`config.mk`:
```
export PLATFORM = sky130hd
export DESIGN_NAME = fib_encode_sched
export DESIGN_NICKNAME = d
export VERILOG_FILES = /design/src/rtl/fib_sched_pkg.sv /design/src/rtl/fib_weight_rom.sv /design/src/rtl/fib_encode_sched.sv
export SDC_FILE = /design/constraint.sdc
export NUM_CORES = 1
export LEC_CHECK = 0
export CAP_MARGIN = 20
export CORE_ASPECT_RATIO = 1.75
export CORE_MARGIN = 5
export CORE_UTILIZATION = 45
export CTS_BUF_LIST = sky130_fd_sc_hd__clkbuf_16
export CTS_CLUSTER_SIZE = 12
export DETAILED_ROUTE_END_ITERATION = 10
export GPL_TIMING_DRIVEN = 0
export PLACE_DENSITY = 0.82
export SLEW_MARGIN = 5
export SYNTH_ARGS = -nofsm -noshare
export SYNTH_HDL_FRONTEND = slang
export SYNTH_SLANG_ARGS = --single-unit
```
`constraint.sdc`:
```
create_clock -name clk -period 3 [get_ports clk]
set_input_delay 0.3 -clock clk [delete_from_list [all_inputs] [get_ports clk]]
set_output_delay 0.3 -clock clk [all_outputs]
set_load 0.05 [all_outputs]
```
`src/rtl/fib_sched_pkg.sv`:
```
// Shared types and constants for the Fibonacci encoder scheduler.
package fib_sched_pkg;

    localparam int          FIB_W       = 16;
    localparam int          FIB_MAX_IDX = 22;
    localparam logic [15:0] FIB_SAT     = 16'hFFFF;
    localparam int          CNT_W       = 10;

    typedef enum logic [2:0] {
        S_IDLE    = 3'd0,
        S_LAUNCH  = 3'd1,
        S_WAIT    = 3'd2,
        S_RESP    = 3'd3,
        S_RECOVER = 3'd4
    } state_t;

endpackage

```
`src/rtl/fib_weight_rom.sv`:
```
// Fibonacci weight table: F(0)=1, F(1)=2, F(i)=F(i-1)+F(i-2), saturating
// to FIB_SAT beyond F(22)=46368, the last term that fits in 16 bits.
module fib_weight_rom
    import fib_sched_pkg::*;
(
    input  logic [CNT_W-1:0] idx,
    output logic [FIB_W-1:0] weight
);

    // Table lookup; anything past the largest representable term saturates.
    always_comb begin
        weight = FIB_SAT;
        if (idx <= CNT_W'(FIB_MAX_IDX)) begin
            case (idx)
                10'd0:   weight = 16'd1;
                10'd1:   weight = 16'd2;
                10'd2:   weight = 16'd3;
                10'd3:   weight = 16'd5;
                10'd4:   weight = 16'd8;
                10'd5:   weight = 16'd13;
                10'd6:   weight = 16'd21;
                10'd7:   weight = 16'd34;
                10'd8:   weight = 16'd55;
                10'd9:   weight = 16'd89;
                10'd10:  weight = 16'd144;
                10'd11:  weight = 16'd233;
                10'd12:  weight = 16'd377;
                10'd13:  weight = 16'd610;
                10'd14:  weight = 16'd987;
                10'd15:  weight = 16'd1597;
                10'd16:  weight = 16'd2584;
                10'd17:  weight = 16'd4181;
                10'd18:  weight = 16'd6765;
                10'd19:  weight = 16'd10946;
                10'd20:  weight = 16'd17711;
                10'd21:  weight = 16'd28657;
                10'd22:  weight = 16'd46368;
                default: weight = FIB_SAT;
            endcase
        end
    end

endmodule

```
`src/rtl/fib_encode_sched.sv`:
```
// Round-robin scheduler sharing one random_encoder among NREQ channels.
// Launches one conversion at a time, serves the encoder's weight lookup,
// returns the 64-bit Fibonacci word tagged with the owning channel, and
// soft-resets the encoder through a watchdog if it never completes.
module fib_encode_sched
    import fib_sched_pkg::*;
#(
    parameter int NREQ    = 4,
    parameter int ID_W    = 2,
    parameter int TIMEOUT = 1023,
    parameter int RST_CYC = 2
)
(
    input  logic                  clk,
    input  logic                  rst,
    input  logic [NREQ-1:0]       req,
    input  logic [NREQ*FIB_W-1:0] req_data,
    output logic [NREQ-1:0]       grant,
    output logic                  rsp_valid,
    input  logic                  rsp_ready,
    output logic [ID_W-1:0]       rsp_id,
    output logic [63:0]           rsp_data,
    output logic                  rsp_err,
    output logic                  busy,
    output logic                  enc_rst,
    output logic                  enc_en_encode,
    output logic [FIB_W-1:0]      enc_input_binary,
    output logic [FIB_W-1:0]      enc_mema,
    input  logic [CNT_W-1:0]      enc_cnt_a,
    input  logic                  enc_convert_done,
    input  logic [63:0]           enc_fib_random
);

    localparam int WD_W = $clog2(TIMEOUT + 1);
    localparam int RC_W = (RST_CYC > 1) ? $clog2(RST_CYC) : 1;

    state_t          state_q;
    state_t          state_d;
    logic [ID_W-1:0] ptr_q;
    logic [ID_W-1:0] ptr_nxt;
    logic [WD_W-1:0] wdog_q;
    logic [RC_W-1:0] rc_q;
    logic            cd_q;
    logic            soft_rst_q;

    logic            win_found;
    logic [ID_W-1:0] win_idx;
    logic [ID_W:0]   arb_sum;
    logic [ID_W:0]   ptr_sum;

    logic            done_evt;
    logic            wdog_hit;
    logic            rc_last;

    // Only a rising edge of convert_done counts, so a level left high from
    // an earlier conversion cannot complete the next one.
    assign done_evt = enc_convert_done & ~cd_q;
    assign wdog_hit = (wdog_q == WD_W'(TIMEOUT));
    assign rc_last  = (rc_q == RC_W'(RST_CYC - 1));

    assign busy    = (state_q != S_IDLE);
    assign enc_rst = rst & ~soft_rst_q;

    fib_weight_rom u_rom (
        .idx    (enc_cnt_a),
        .weight (enc_mema)
    );

    // Round-robin pick: first active request at or after ptr, wrapping.
    always_comb begin
        win_found = 1'b0;
        win_idx   = '0;
        arb_sum   = '0;
        ptr_sum   = '0;
        for (int i = 0; i < NREQ; i++) begin
            arb_sum = {1'b0, ptr_q} + (ID_W+1)'(i);
            if (arb_sum >= (ID_W+1)'(NREQ)) begin
                arb_sum = arb_sum - (ID_W+1)'(NREQ);
            end
            if (!win_found && req[arb_sum[ID_W-1:0]]) begin
                win_found = 1'b1;
                win_idx   = arb_sum[ID_W-1:0];
            end
        end
        ptr_sum = {1'b0, win_idx} + (ID_W+1)'(1);
        if (ptr_sum >= (ID_W+1)'(NREQ)) begin
            ptr_sum = ptr_sum - (ID_W+1)'(NREQ);
        end
        ptr_nxt = ptr_sum[ID_W-1:0];
    end

    // Next-state logic for the launch / wait / respond / recover sequence.
    always_comb begin
        state_d = state_q;
        case (state_q)
            S_IDLE:    if (win_found) state_d = S_LAUNCH;
            S_LAUNCH:  state_d = S_WAIT;
            S_WAIT: begin
                if (done_evt)      state_d = S_RESP;
                else if (wdog_hit) state_d = S_RECOVER;
            end
            S_RECOVER: if (rc_last) state_d = S_RESP;
            S_RESP:    if (rsp_valid && rsp_ready) state_d = S_IDLE;
            default:   state_d = S_IDLE;
        endcase
    end

    // State register.
    always_ff @(posedge clk or negedge rst) begin
        if (!rst) state_q <= S_IDLE;
        else      state_q <= state_d;
    end

    // Grant/launch, watchdog, recovery timing and response registers.
    always_ff @(posedge clk or negedge rst) begin
        if (!rst) begin
            ptr_q            <= '0;
            wdog_q           <= '0;
            rc_q             <= '0;
            cd_q             <= 1'b0;
            soft_rst_q       <= 1'b0;
            grant            <= '0;
            enc_en_encode    <= 1'b0;
            enc_input_binary <= '0;
            rsp_valid        <= 1'b0;
            rsp_id           <= '0;
            rsp_data         <= '0;
            rsp_err          <= 1'b0;
        end else begin
            cd_q          <= enc_convert_done;
            grant         <= '0;
            enc_en_encode <= 1'b0;
            case (state_q)
                S_IDLE: begin
                    if (win_found) begin
                        grant[win_idx]   <= 1'b1;
                        enc_en_encode    <= 1'b1;
                        enc_input_binary <= req_data[{win_idx, 4'b0000} +: FIB_W];
                        rsp_id           <= win_idx;
                        ptr_q            <= ptr_nxt;
                    end
                end
                S_LAUNCH: wdog_q <= '0;
                S_WAIT: begin
                    if (done_evt) begin
                        rsp_data  <= enc_fib_random;
                        rsp_err   <= 1'b0;
                        rsp_valid <= 1'b1;
                    end else if (wdog_hit) begin
                        rsp_data   <= '0;
                        rsp_err    <= 1'b1;
                        soft_rst_q <= 1'b1;
                        rc_q       <= '0;
                    end else begin
                        wdog_q <= wdog_q + WD_W'(1);
                    end
                end
                S_RECOVER: begin
                    if (rc_last) begin
                        soft_rst_q <= 1'b0;
                        rsp_valid  <= 1'b1;
                    end else begin
                        rc_q <= rc_q + RC_W'(1);
                    end
                end
                S_RESP: if (rsp_valid && rsp_ready) rsp_valid <= 1'b0;
                default: ;
            endcase
        end
    end

endmodule

```
==> results.yml, run 1 <==
status:
  outcome: "complete, no violations"
floorplanning:
  initial_core_util_pct: 45.6
  num_rows: 53
  io_pins: 253
  die_area_um2: 14600
  core_um2: 12000
  die_w_um: 93.4
  fp.dieH_um: 156
sta:
  rsz0062_at_grt: "true"
  clock.fmax_mhz: 344
  setup_slack_ns: 0.0955
  finalSetupViolations: 0
  fin_worst_skew_ns: 0.0116
  tns_ns: 0
  slew_viol_final: 0
  slew_headroom_pct: 59.9
  tightest_slew_ns: 0.597
  min_period_ns: 2.90
  hold_ws_ns: 0.467
  finalHoldViolCount: 0
  finalCritPeriodShare_pct: 96.8
synth:
  synth_edf_count: 0
  netlist_top_cells_area: "dfrtp_1 (49%), a22o_1 (10%), mux2i_1 (3.3%)"
  yosysTopAreaCellShare_pct: 48.9
  synth-adder-area-share_pct: 1.83
  synth.avg_cell_area_um2: 10.6
  synth_compound_area_share_pct: 25.6
  synth_warnings: 0
  yosysTopAreaCell: "dfrtp_1"
  ys_seq_area_share_pct: 48.9
  synth_area_um2: 5480
  synth-async-reset-ratio_pct: 100
  synth-simple-area-share_pct: 14.1
  synth_seq_cells: 107
  synthMuxAreaShare_pct: 3.50
  syn_inst: 516
  synth_flop_cell: "dfrtp_1"
  synth_top_family_by_area: "compound AO/OA/AOI/OAI gates"
  yosysUniqueCellTypes: 59
  synth_nets: 670
  synth-xor-area-share_pct: 1.44
routing:
  drc: 0
  via_per_inst: 5.56
  finalWirelength_mm: 18.0
  first_iter_violations: 248
  detailroute.via_count: 5278
  ant_nets: 0
  first_pass_iters: 4
  wl_per_cell_um: 19.0
finish:
  multi_input_area_um2: 2550
  postLayoutCoreUtil_pct: 70.8
  nets: 935
  drive_gt1_share_pct: 10.1
  n_antenna_cell: 0
  area_growth_pct: 55.2
  layout_common_cells: "clkdlybuf4s50_1 (237), dfrtp_1 (107), a22o_1 (64)"
  mostFrequentLayoutCell: "clkdlybuf4s50_1"
  seq_area_um2: 2680
  final_area_um2: 8500
  fillers: 931
global_routing:
  grt_max_degree: 69
  antenna_found_initial: 0
  grt_pass1_vias: 5567
  gr-total-overflow: 0
  track_usage_pct: 24.4
  grt_pass1_wl_mm: 28.1
cts:
  cts_max_level: 3
  cts_buffers: 9
  cts_max_path_buffers: 2
  clkTransAtPathRegs_ns: 0.07
  cts_setup_buffers: 0
  clkSinkCount: 107
  root_buffer: "clkbuf_16"
  clk_latency_ns: 0.35
  tritoncts: "built"
power_and_ir_drop:
  swShare_pct: 48.4
  intPower_mw: 4.56
  p_comb_share_pct: 59.5
  seqPwrFrac_pct: 27.5
  p_leak_nw: 3.68
  p_sw_mw: 4.28
  clkPwrFrac_pct: 13.0
  power_density_nw_per_um2: 1040
  vdd_drop_max_uv: 880
setup_path:
  crit_required_ns: 2.70
  crit_arrival_ns: 2.60
  end_kind: "primary output"
  cp_common_cell: "o21ai_0"
  crit_family: "buffers and inverters"
  cp_num_buf_inv: 3
  cp-start-kind: "input pin"
  slowest_delay_ns: 0.66
  cp_max_fo: 8
  worstPathCellList: "clkdlybuf4s50_1 -> inv_1 -> ha_2 -> nor2_1 -> o21ai_0 -> o21ai_0 -> o22ai_1 -> nand2_1 -> dlygate4sd2_1"
  criticalPathCategory: "in -> out"
  cpMaxStageDelayCell: "clkdlybuf4s50_1"
placement:
  dp_hpwl_mm: 14.0
  finalWeightedCongestion: 0.858
  post-place-ws_ns: -0.344
  io_buffers: 251
  placed_cell_area_um2: 8220
hold_path:
  worstHoldPathType: "in -> reg"
run:
  cap_violations: 0
[layer usage]
layer / GRT usage (%) / up-vias / wire length [um]
met2: 43.7 / 236 / 9360
met3: 7.19 / 42 / 1490
met5: 0 / - / 0
met1: 26.4 / 2553 / 6470
met4: 10.3 / 0 / 685
li1: - / 2447 / -
[layout make-up]
type | count | area share (%)
Clock buffer | 9 | 2.65
Buffer | 40 | 2.56
Clock inverter | 6 | 0.662
Tap cell | 165 | 2.43
Inverter | 9 | 0.456
Timing Repair Buffer | 254 | 29.8
Sequential cell | 107 | 31.5
Multi-Input combinational cell | 360 | 30.0
[state kept, by name, indices dropped and copies added, names as in the netlist]
register	count
ptr_q	2
state_q	3
rsp_valid	1
rsp_id	2
soft_rst_q	1
enc_en_encode	1
cd_q	1
rsp_err	1
rc_last	1
enc_input_binary	16
wdog_q	10
rsp_data	64
grant	4
[cells in the mapped netlist, types with 10 or more instances]
cell / number
dfrtp_1: 107
a22o_1: 64
nand2_1: 42
nor2_1: 31
o21ai_0: 24
a21o_1: 18
mux2i_1: 18
nand4_1: 18
buf_2: 16
o31ai_1: 16
a21oi_1: 15
clkbuf_1: 15
o211ai_2: 11
nand2b_1: 10
[per-stage QoR]
| step | power, mW | cells |
|---|---|---|
| after floorplan | 5.85 | 516 |
| after global placement | 7.59 | 932 |
| after detailed placement | 7.70 | 933 |
| after CTS | 8.89 | 950 |
| after global routing | 9.28 | 950 |
| final | 8.84 | 950 |
[power groups by stage]
stage | logic, mW | clock network (mW) | registers [mW]
after floorplan | 1.55 | 0 | 4.31
after global routing | 5.54 | 1.23 | 2.51
final | 5.26 | 1.15 | 2.43
after CTS | 5.30 | 1.17 | 2.42
after detailed placement | 5.29 | 0 | 2.42
after global placement | 5.17 | 0 | 2.42
[worst paths after layout]
check / start / to / slack (ns) / cells past startpoint
max reg2reg: wdog_q[1] / wdog_q[5] / 1.01 / 6
max in group asynchronous: rst / wdog_q[5] / 2.19 / 3
max: enc_cnt_a[0] / enc_mema[5] / 0.1 / 9
min: enc_convert_done / cd_q / 0.47 / 1
min reg2reg: rsp_id[1] / rsp_id[1] / 0.48 / 2
min in group asynchronous: rst / rsp_data[54] / 0.48 / 3
[logic make-up (layout without fill, tap and decap cells)]
| family | Yosys count | count (layout) |
|---|---|---|
| compound gates | 178 | 178 |
| simple gates | 146 | 146 |
| flops | 107 | 107 |
| buf+inv | 49 | 318 |
| mux | 19 | 19 |
| xor+xnor | 9 | 9 |
| fa+ha+maj | 8 | 8 |
[worst register-to-register path, stage by stage (launching register included)]
cell and delay, ns:
dfrtp_1 0.40, ha_1 0.23, nand3_1 0.21, nor4b_4 0.47, nor3_2 0.13, a311oi_1 0.33
a41o_1 0.14
[timing repair]
item / CTS / global route
resized for setup: 13 / 23
hold buffers: 2 / 0
setup endpoints to repair: 12 / 13
hold endpoints to repair: 40 / 0
gates cloned: 0 / 0
pin swaps: 0 / 0
Power figures use the tool's default switching activity.
==> run 2: changes to the inputs <==
==> constraint.sdc (replaced) <==
create_clock -name clk -period 3.6 [get_ports clk]
set_input_delay 0.36 -clock clk [delete_from_list [all_inputs] [get_ports clk]]
set_output_delay 0.36 -clock clk [all_outputs]
set_load 0.05 [all_outputs]
==> results.yml, run 2 (synthesized netlist as in run 1, its figures left out) <==
floorplanning:
  core_um2: 12000
  die_area_um2: 14600
  fp.dieH_um: 156
  io_pins: 253
  num_rows: 53
  die_w_um: 93.4
  initial_core_util_pct: 45.6
cts:
  root_buffer: "clkbuf_16"
  cts_max_path_buffers: 2
  tritoncts: "built"
  cts_setup_buffers: 0
  clkSinkCount: 107
  cts_buffers: 9
  cts_max_level: 3
  clkTransAtPathRegs_ns: 0.08
  clk_latency_ns: 0.35
finish:
  drive_gt1_share_pct: 8.81
  postLayoutCoreUtil_pct: 70.8
  final_area_um2: 8500
  area_growth_pct: 55.3
  largest_reg_flops: 64
  top_register: "rsp_data"
  mostFrequentLayoutCell: "clkdlybuf4s50_1"
  n_antenna_cell: 0
  nets: 933
  layout_common_cells: "clkdlybuf4s50_1 (250), dfrtp_1 (107), a22o_1 (64)"
  largestRegisters: "rsp_data: 64 flops, enc_input_binary: 16 flops, wdog_q: 10 flops"
setup_path:
  cp-start-kind: "input pin"
  r2r_end: "wdog_q[5]"
  cp_num_buf_inv: 3
  worstPathCellList: "clkdlybuf4s50_1 -> inv_1 -> ha_1 -> nor2b_1 -> nor3_1 -> a211oi_1 -> o21ai_0 -> clkdlybuf4s50_1"
  crit_required_ns: 3.24
  criticalPathCategory: "in -> out"
  reg2reg_slack_ns: 1.60
  cp_max_fo: 8
  crit_arrival_ns: 3.17
  end_kind: "primary output"
  startpoint: "enc_cnt_a[0]"
  cpMaxStageDelayCell: "clkdlybuf4s50_1"
  reg2reg_from: "wdog_q[1]"
  endpoint: "enc_mema[2]"
  slowest_delay_ns: 0.85
  cp_common_cell: "clkdlybuf4s50_1"
  ff2ff_path_depth: 6
  crit_family: "buffers and inverters"
  crit_cells: 8
sta:
  hold_ws_ns: -0.0122
  clock.fmax_mhz: 283
  rsz0062_at_grt: "false"
  slew_viol_final: 0
  finalHoldViolCount: 11
  fin_worst_skew_ns: 0.0110
  tightest_slew_ns: 0.612
  min_period_ns: 3.53
  slew_headroom_pct: 58.9
  finalCritPeriodShare_pct: 98.1
  finalSetupViolations: 0
power_and_ir_drop:
  p_leak_nw: 3.68
  vdd_drop_max_uv: 734
  finalPower_mw: 7.35
  power_density_nw_per_um2: 865
status:
  outcome: "complete, but fails checks"
  violations: "hold timing"
routing:
  finalWirelength_mm: 17.9
  ant_nets: 0
  first_iter_violations: 217
  drc: 0
  first_pass_iters: 5
  detailroute.via_count: 5214
  wl_per_cell_um: 18.8
  via_per_inst: 5.50
global_routing:
  track_usage_pct: 24.1
  antenna_found_initial: 0
  grt_pass1_wl_mm: 27.8
  gr-total-overflow: 0
  grt_max_degree: 69
  grt_pass1_vias: 5504
hold_path:
  worstHoldPathType: "in -> async"
run:
  cap_violations: 0
placement:
  placed_cell_area_um2: 8220
  io_buffers: 251
  dp_hpwl_mm: 14.0
  finalWeightedCongestion: 0.858
run 2: changes by cell type in the layout (fill, tap and decap cells not counted):
cell	previous run	this run
clkdlybuf4s50_1	237	250
clkbuf_2	9	1
clkdlybuf4s15_1	3	0
dlygate4sd2_1	2	0
buf_12	1	0
clkbuf_1	13	14
dlygate4sd3_1	1	0
dlymetal6s2s_1	1	0
ha_1	7	8
ha_2	1	0
run 2: through the flow:
step / std cells / TNS (ns) / hold WS, ns / setup WS, ns
final: 948 / 0 / -0.0122 / 0.0701
after global routing: 948 / 0 / 0.0288 / 0.0128
after CTS: 948 / 0 / 0.00280 / 0.147
after detailed placement: 933 / 0 / 0.382 / 0.136
after global placement: 932 / -183.79 / 0.458 / -2.18
after floorplan: 516 / 0 / 0.0644 / 1.02
run 2: repair_timing:
item / in CTS / in global routing
gates resized for setup: 0 / 2
setup endpoints to repair: 0 / 4
hold buffers: 0 / 0
run 2: worst min path at each step:
| stage | from | to | slack, ns | cells past startpoint |
|---|---|---|---|---|
| finish | rst | rsp_data[41] | -0.01 | 1 |
| global route | rst | rsp_data[48] | 0.03 | 1 |
| CTS | rst | rsp_data[48] | 0.003 | 1 |
| detailed placement | rst | rsp_data[48] | 0.38 | 1 |
| global placement | rsp_id[1] | rsp_id[1] | 0.46 | 2 |
| floorplan | rst | cd_q | 0.06 | 0 |
run 2: report_power, final:
| part | leakage (nW) | internal [mW] | switching [mW] | total [mW] |
|---|---|---|---|---|
| sequential | 1.35 | 1.70 | 0.318 | 2.02 |
| combinational | 2.19 | 1.61 | 2.77 | 4.38 |
| clock | 0.137 | 0.483 | 0.470 | 0.954 |
run 2: layout make-up:
cell class | count | area [um2]
plain buffers | 40 | 216
multi-input cells | 360 | 2540
repair buffers | 252 | 2540
well taps | 165 | 206
flip-flops and latches | 107 | 2680
fillers | 929 | 3500
clock buffers | 9 | 225
inverters | 9 | 38.8
clock inverters | 6 | 56.3
run 2: layer usage:
layer | GRT usage, % | wire [um]
met1 | 26.3 | 6420
met2 | 43.0 | 9320
met3 | 7.14 | 1530
met4 | 9.85 | 599
met5 | 0 | 0
